[src/rtl/mem_io_bridge.sv]
// CPU bridge to byte RAM and memory-mapped I/O, with a TX FIFO, a cycle counter and a 1-cycle read mux.
// Optional UART RX read path at 0x30000 is enabled by defining IO_RX_EN.
module mem_io_bridge #(
    parameter int unsigned TX_FIFO_WIDTH  = 3,
    parameter int unsigned RAM_ADDR_WIDTH = 17
) (
    input  logic                      clk_in,
    input  logic                      rst_in,
    input  logic                      rdy_in,
    input  logic [31:0]               cpu_a,
    input  logic [7:0]                cpu_dout,
    input  logic                      cpu_wr,
    output logic [7:0]                cpu_din,
    output logic                      io_buffer_full,
    output logic                      ram_en,
    output logic                      ram_wr,
    output logic [RAM_ADDR_WIDTH-1:0] ram_a,
    output logic [7:0]                ram_din,
    input  logic [7:0]                ram_dout,
    output logic [7:0]                tx_data,
    output logic                      tx_valid,
    input  logic                      tx_ready,
    input  logic [7:0]                rx_data,
    input  logic                      rx_valid,
    output logic                      rx_pop,
    output logic                      program_stop,
    output logic                      tx_overflow
);
    localparam int unsigned DEPTH       = 1 << TX_FIFO_WIDTH;
    localparam int unsigned CNT_W       = TX_FIFO_WIDTH + 1;
    localparam int unsigned ALMOST_FULL = DEPTH - 2;
    localparam logic [TX_FIFO_WIDTH-1:0] PTR_ONE = TX_FIFO_WIDTH'(1);
    localparam logic [CNT_W-1:0]         CNT_ONE = CNT_W'(1);

    typedef enum logic [2:0] {
        SEL_ZERO, SEL_RAM, SEL_RX, SEL_CNT0, SEL_CNT1, SEL_CNT2, SEL_CNT3
    } sel_t;

    logic        is_io;
    logic [15:0] io_off;
    logic        io_wr;
    logic        io_rd;
    sel_t        sel;
    sel_t        sel_nxt;
    logic [31:0] counter;
    logic [31:0] snap;
    logic [7:0]  rx_sample;

    logic [7:0]               mem [DEPTH];
    logic [TX_FIFO_WIDTH-1:0] head;
    logic [TX_FIFO_WIDTH-1:0] tail;
    logic [CNT_W-1:0]         count;
    logic [CNT_W-1:0]         count_nxt;
    logic                     push;
    logic [7:0]               push_byte;
    logic                     pop;
    logic                     full;
    logic                     accept;

    // Address decode and combinational RAM request
    assign is_io   = cpu_a[17:16] == 2'b11;
    assign io_off  = cpu_a[15:0];
    assign io_wr   = rdy_in && is_io && cpu_wr;
    assign io_rd   = rdy_in && is_io && !cpu_wr;
    assign ram_en  = rdy_in && !is_io;
    assign ram_wr  = ram_en && cpu_wr;
    assign ram_a   = cpu_a[RAM_ADDR_WIDTH-1:0];
    assign ram_din = cpu_dout;

    // TX FIFO control; a push into a full FIFO is only accepted alongside a pop
    assign push      = io_wr && ((io_off == 16'h0000 && cpu_dout != 8'h00) || io_off == 16'h0004);
    assign push_byte = (io_off == 16'h0004) ? 8'h00 : cpu_dout;
    assign tx_valid  = count != '0;
    assign tx_data   = mem[head];
    assign pop       = tx_valid && tx_ready;
    assign full      = count == CNT_W'(DEPTH);
    assign accept    = push && (!full || pop);

    always_comb begin
        count_nxt = count;
        if (accept && !pop) begin
            count_nxt = count + CNT_ONE;
        end else if (!accept && pop) begin
            count_nxt = count - CNT_ONE;
        end
    end

    // Read source for the next cycle; held while the CPU is stalled
    always_comb begin
        sel_nxt = sel;
        if (rdy_in) begin
            sel_nxt = SEL_ZERO;
            if (!cpu_wr) begin
                if (!is_io) begin
                    sel_nxt = SEL_RAM;
                end else begin
                    case (io_off)
`ifdef IO_RX_EN
                        16'h0000: sel_nxt = SEL_RX;
`endif
                        16'h0004: sel_nxt = SEL_CNT0;
                        16'h0005: sel_nxt = SEL_CNT1;
                        16'h0006: sel_nxt = SEL_CNT2;
                        16'h0007: sel_nxt = SEL_CNT3;
                        default:  sel_nxt = SEL_ZERO;
                    endcase
                end
            end
        end
    end

    always_comb begin
        cpu_din = 8'h00;
        case (sel)
            SEL_RAM:  cpu_din = ram_dout;
            SEL_RX:   cpu_din = rx_sample;
            SEL_CNT0: cpu_din = snap[7:0];
            SEL_CNT1: cpu_din = snap[15:8];
            SEL_CNT2: cpu_din = snap[23:16];
            SEL_CNT3: cpu_din = snap[31:24];
            default:  cpu_din = 8'h00;
        endcase
    end

    always_ff @(posedge clk_in) begin
        if (accept) begin
            mem[tail] <= push_byte;
        end
    end

    always_ff @(posedge clk_in) begin
        if (rst_in) begin
            head           <= '0;
            tail           <= '0;
            count          <= '0;
            io_buffer_full <= 1'b0;
            tx_overflow    <= 1'b0;
            program_stop   <= 1'b0;
            counter        <= 32'd0;
            snap           <= 32'd0;
            sel            <= SEL_ZERO;
        end else begin
            if (accept) tail <= tail + PTR_ONE;
            if (pop)    head <= head + PTR_ONE;
            count          <= count_nxt;
            io_buffer_full <= count_nxt >= CNT_W'(ALMOST_FULL);
            if (push && full && !pop)            tx_overflow  <= 1'b1;
            if (io_wr && io_off == 16'h0004)     program_stop <= 1'b1;
            if (rdy_in)                          counter      <= counter + 32'd1;
            if (io_rd && io_off == 16'h0004)     snap         <= counter;
            sel <= sel_nxt;
        end
    end

`ifdef IO_RX_EN
    logic unused_bits;
    assign unused_bits = ^cpu_a[31:18];
    assign rx_pop      = io_rd && io_off == 16'h0000 && rx_valid;

    always_ff @(posedge clk_in) begin
        if (rst_in) begin
            rx_sample <= 8'h00;
        end else if (io_rd && io_off == 16'h0000) begin
            rx_sample <= rx_valid ? rx_data : 8'h00;
        end
    end
`else
    logic unused_bits;
    assign unused_bits = ^{cpu_a[31:18], rx_data, rx_valid};
    assign rx_pop      = 1'b0;
    assign rx_sample   = 8'h00;
`endif

endmodule

[config.mk]
export PLATFORM = sky130hd
export DESIGN_NAME = mem_io_bridge
export DESIGN_NICKNAME = d
export VERILOG_FILES = /design/src/rtl/mem_io_bridge.sv
export SDC_FILE = /design/constraint.sdc
export NUM_CORES = 1
export LEC_CHECK = 0
export CAP_MARGIN = 20
export CORE_MARGIN = 2
export CORE_UTILIZATION = 48
export DETAILED_ROUTE_END_ITERATION = 10
export PLACE_DENSITY = 0.8
export SLEW_MARGIN = 20
export SYNTH_ARGS = -nofsm -noshare
export SYNTH_HDL_FRONTEND = slang
export SYNTH_SLANG_ARGS = --single-unit
[constraint.sdc]
create_clock -name clk_in -period 3.2 [get_ports clk_in]
set_input_delay 0.64 -clock clk_in [delete_from_list [all_inputs] [get_ports clk_in]]
set_output_delay 0.64 -clock clk_in [all_outputs]
set_load 0.1 [all_outputs]
Yosys cells after proc, flatten, opt, wreduce, memory -nomap -nowiden

Memory sizes are Yosys's and may differ from the RTL's. A register that Yosys moved wholly into a read port is not among the register bits.
Cells that the tools add are included.

Register bits after elaboration: 80
Bits in writable memories: 64
Bits of input ports: 62
Output and inout bits: 48
Logic and storage cells: 63
Memories kept: 1

Memories:

| name | words | bits a word | rd ports | clocked after memory_dff | wr ports | RTL line | text |
|---|---|---|---|---|---|---|---|
| mem  | 8     | 8           | 1        | 1                        | 1        | 49       | `logic [7:0] mem [DEPTH];` |

Add/subtract/negate cells: 5
Order comparisons: 1
Eq/ne operators: 11
Multiplexer cells: 11
Reductions and logical operators: 25

Operators by type and width:

| kind                                                                                | number |
|---|---|
| 16-bit by 3-bit == test with 1-bit output, second input constant                    | 4 |
| 8-bit one-hot mux with 5 select lines                                               | 1 |
| 32-bit by 1-bit adder with 32-bit output, second input constant                     | 1 |
| 16-bit logical NOT                                                                  | 1 |
| 1-bit logical AND                                                                   | 15 |
| 3-bit two-way mux                                                                   | 4 |
| 3-bit one-hot mux with 4 select lines                                               | 1 |
| 3-bit == test, second input constant                                                | 3 |
| 4-bit two-way mux                                                                   | 2 |
| 8-bit two-way mux                                                                   | 1 |
| 8-bit nonzero test                                                                  | 1 |
| 3-bit by 1-bit adder with 3-bit output, second input constant                       | 2 |
| 1-bit logical NOT                                                                   | 5 |
| 4-bit by 1-bit adder with 4-bit output, second input constant                       | 1 |
| 4-bit == test, second input constant                                                | 1 |
| 4-bit by 3-bit greater-or-equal comparator with 1-bit output, second input constant | 1 |
| 4-bit nonzero test                                                                  | 1 |
| 4-bit by 1-bit subtractor with 4-bit output, second input constant                  | 1 |
| 3-bit by 1-bit == test with 1-bit output, second input constant                     | 1 |
| 3-bit by 2-bit == test with 1-bit output, second input constant                     | 1 |
| 2-bit == test, second input constant                                                | 1 |
| 1-bit logical OR                                                                    | 2 |
| 1-bit two-way mux                                                                   | 2 |

Longest topological paths before layout

Depth after elaboration: 10
Depth in mapped cells: 7

Worst setup path before layout

Ideal clock, no wire load.

Kind: input to output
Start point: input rdy_in
End point: output ram_wr
Arrival time: 3.248 ns
Required time: 2.560 ns
Path slack: -0.688 ns
Stages on the path: 4
Buffers on the path: 1
Path through: buf_6 inv_1 a21oi_1 and2_1

Word-level cells in the longest chain between the ends: 2

RTL lines:

| what               | RTL line | text |
|---|---|---|
| start: declaration | 9        | `input logic rdy_in,` |
| 1-bit logical AND  | 65       | `assign ram_en = rdy_in && !is_io;` |
| net ram_en         | 15       | `output logic ram_en,` |
| 1-bit logical AND  | 66       | `assign ram_wr = ram_en && cpu_wr;` |
| end: declaration   | 16       | `output logic ram_wr,` |

The timed path passes the listed nets, and every way through them passes these cells.

Worst setup path after layout

Start point: register sel[2]
End point: output cpu_din[3]

Word-level cells in the longest chain between the ends: 2
Elaborated cells between the ends (all ways): 6

RTL lines:

| what                                      | RTL line | text |
|---|---|---|
| start: declaration                        | 43       | `sel_t sel;` |
| start signal: assignment                  | 151      | `sel <= sel_nxt;` |
| 3-bit == test (tied with other cells)     | 114      | `case (sel)` |
| 8-bit one-hot mux with 5 select lines (*) | 114      |  |
| end: declaration                          | 13       | `output logic [7:0] cpu_din,` |

Every way passes the cells marked *; elsewhere a longest branch is shown, timed or not.

==> results by group <==
STA
  • Skew final: 0.00931 ns
  • WHS: 0.471 ns
  • Worst slew slack as a fraction of its limit: 32.4%
  • Post-layout minimum cycle time: 2.89 ns
  • Final-layout setup total negative slack: 0 ns
  • Share of the clock period used by the worst path: 90.5%
  • Achievable clock frequency: 345 MHz
  • Unrepaired setup endpoints after global routing: false
  • Final max-slew violation count: 0
  • Setup violation total in the final timing report: 0
  • Measured slew at the worst slew-check pin: 1.01 ns
  • Hold Vio Cnt, Final: 0

Die
  • Die Area: 14700 um^2
  • Width of the chip: 121 um
  • Top-Level Pins: 110
  • Core Box Area: 13300 um^2
  • Initial core utilization: 49.6%
  • Number of cell rows: 42
  • Overall die height: 121 um

Logic synthesis
  • Portion of the post-synthesis area used by sequential elements: 54.2%
  • Cell area after synthesis: 6620 um^2
  • Area fraction in compound gates after synthesis: 4.61%
  • Biggest area contributors in the synthesized netlist: edfxtp_1, dfxtp_1, mux2i_1, mux4_2, nor2_1
  • Area fraction of the dominant cell type after synthesis: 29.0%
  • Yosys warning count: 0
  • Synth Net Count: 632
  • FFs w/ async S/R, synth: 0%
  • Multiplexer fraction of the synthesized cell area: 14.9%
  • Number of flops mapped to enable cells by yosys: 64
  • Adder and majority cell fraction of the synthesized area: 0.946%
  • Post-synthesis sequential element count: 147
  • Xor and xnor area share after synthesis: 3.57%
  • Simple-gate share of the synthesized area: 16.3%
  • Number of distinct library cells after synthesis: 55
  • Post-Syn Instances: 565
  • Most used flip-flop cell after synthesis: dfxtp_1
  • Largest area contributor in the netlist: edfxtp_1
  • Post-Synthesis Mean Instance Area: 11.7 um^2
  • Combinational family with the most area after synthesis: simple AND/OR/NAND/NOR gates

Worst setup path
  • Cell family with the largest share of critical-path delay: simple AND/OR/NAND/NOR gates
  • Standard cell with the maximum stage delay on the critical path: dfxtp_1
  • Buffers & Inverters on Critical Path: 1
  • Cells along the critical path: nand2b_1 > nor2_1 > a221o_1 > buf_12
  • Arr. time, crit path: 2.25 ns
  • Capturing element type of the critical path: output pin
  • Setup slack of the most critical reg-to-reg path: 0.83 ns
  • Worst Path Required: 2.56 ns
  • Critical Setup Path Class: flip-flop to output pin
  • Largest stage delay on the critical path: 0.61 ns
  • Type of element launching the critical path: flip-flop
  • Maximum fanout count along the critical path: 12

Layout
  • Most frequent standard cell in the layout excluding fill and tap cells: nor2_1
  • Ratio of cells with drive above 1 in the final layout: 21.1%
  • Diodes inserted: 0
  • Final net count: 699
  • Final cell area excluding filler cells: 8180 um^2
  • Area growth from synthesis to layout: 23.6%
  • Leading cell types in the layout, fill and taps excluded: nor2_1, dfxtp_1, edfxtp_1
  • Number of cells in the finished layout apart from fillers: 821

Placed design
  • Placed wire-length estimate: 10100 um
  • Total of buffers placed on input and output ports: 85
  • GPL Wtd Cong: 0.867
  • Placement-stage cell area: 7580 um^2
  • Placed Instances: 789

Route
  • First DRT Iteration DRCs: 309
  • Routed length per placed instance: 18.0 um
  • Per-cell via count in the routed design: 5.61
  • Initial DRT Pass Iterations: 5
  • Final WL: 14800 um
  • Routed via count: 4609
  • Count of unresolved DRC violations after routing: 0
  • ANT nets after route: 0

Clocking
  • Clock Pin Slew Worst Setup and Hold Paths: 0.06 ns
  • Clock Path Buffers: 2
  • Master cell of the clock root buffer: clkbuf_16
  • Setup Buffers After CTS: 0
  • Clock latency reported for the late side of the worst-skew pair: 0.42 ns
  • TritonCTS buffer count: 17
  • Count of cells resized by post-cts repair: 0
  • CTS tree: done
  • Hold Buf Count CTS: 0
  • CTS sink count: 147
  • Maximum level of the CTS H-tree: 4

Global route
  • Sum of overflow across all layers after global routing: 0
  • Largest net degree at the start of global routing: 54
  • Initial antenna violation count: 0
  • Wire length of the first global-routing pass: 23100 um
  • All-Layer GR Usage: 20.7%
  • Via count of the first global-routing pass: 4587

Run status
  • Status: finished clean

Run
  • Max-Cap Viols: 0

Worst hold path
  • Hold WC Path Type: flip-flop to flip-flop

Power and ir drop
  • Leakage dissipation: 3.17 nW
  • Total power of the final layout: 5.30 mW
  • Maximum vdd drop: 350 uV
  • Areal power density over the cells: 648 nW/um^2
-- worst min-delay path: stages (launching register included) --
cell     delay [ns]
dfxtp_1        0.32
a21oi_1        0.04
nor2_1         0.07
-- worst paths after layout --
kind                from     endpoint  depth (start not counted)
max               sel[2]   cpu_din[3]                          4
max reg2reg     count[0]    mem[0][5]                          8
min          tx_overflow  tx_overflow                          2
min reg2reg  tx_overflow  tx_overflow                          2
-- layout make-up --
| class | instances | area (um^2) |
|---|---|---|
| repair buffers | 100 | 1080 |
| inverters | 7 | 26.3 |
| multi-input cells | 359 | 2680 |
| clock inverters | 12 | 126 |
| clock buffers | 20 | 468 |
| fillers | 1031 | 5170 |
| flip-flops and latches | 147 | 3580 |
| well taps | 176 | 220 |
-- registers in the layout, summed over array words and instances, names as in the netlist, named ones only --
| signal | count |
|---|---|
| count | 4 |
| io_buffer_full | 1 |
| sel | 3 |
| head | 3 |
| counter | 32 |
| tail | 3 |
| program_stop | 1 |
| mem | 64 |
| snap | 32 |
| tx_overflow | 1 |
-- report_power, final --
part	switching (mW)	leakage [nW]	internal (mW)
clock	0.759	0.292	1.21
sequential	0.0445	1.24	1.99
combinational	0.813	1.63	0.474
total	1.62	3.17	3.68
-- metal layers --
| layer | global-route usage (%) | wire (um) |
|---|---|---|
| met4 | 8.55 | 381 |
| met2 | 35.6 | 7600 |
| met3 | 5.73 | 853 |
| met5 | 0 | 0 |
| met1 | 24.4 | 5950 |
-- Yosys cell counts, types with 2 or more instances --
cell type / n
xor2_1: 15
ha_1: 5
buf_2: 6
nor2b_1: 9
nor2_1: 94
or3_1: 4
a221o_1: 7
nand3b_1: 4
edfxtp_1: 64
mux4_2: 16
nand2_1: 21
nand4_1: 8
a21oi_1: 12
buf_6: 4
buf_4: 27
and2_1: 12
dfxtp_1: 83
a22o_1: 7
o21ai_0: 5
nor3_1: 6
mux2i_1: 47
buf_1: 2
nand3_1: 17
and3_1: 3
inv_1: 7
mux2_2: 13
nand2b_1: 5
xnor2_1: 12
clkbuf_1: 13
a31oi_1: 2
and4_1: 8
a211oi_1: 2
nor4_1: 3
-- cells by family (layout without fill, tap and decap cells) --
group,after synthesis,after routing
AND/OR/NAND/NOR,208,208
multiplexers,77,77
adder cells (fa/ha/maj),5,5
other,1,1
flip-flops,147,147
AO/OA/AOI/OAI,41,41
XOR/XNOR,27,27
buffers and inverters,59,139
-- through the flow --
step | worst slack (ns) | util (%)
after floorplan | -0.00602 | -
after global placement | 0.331 | 56.8
after detailed placement | 0.230 | 56.8
after CTS | 0.330 | 61.3
after global routing | 0.281 | 61.3
final | 0.306 | 61.3
(Power assumes the default switching activity.)
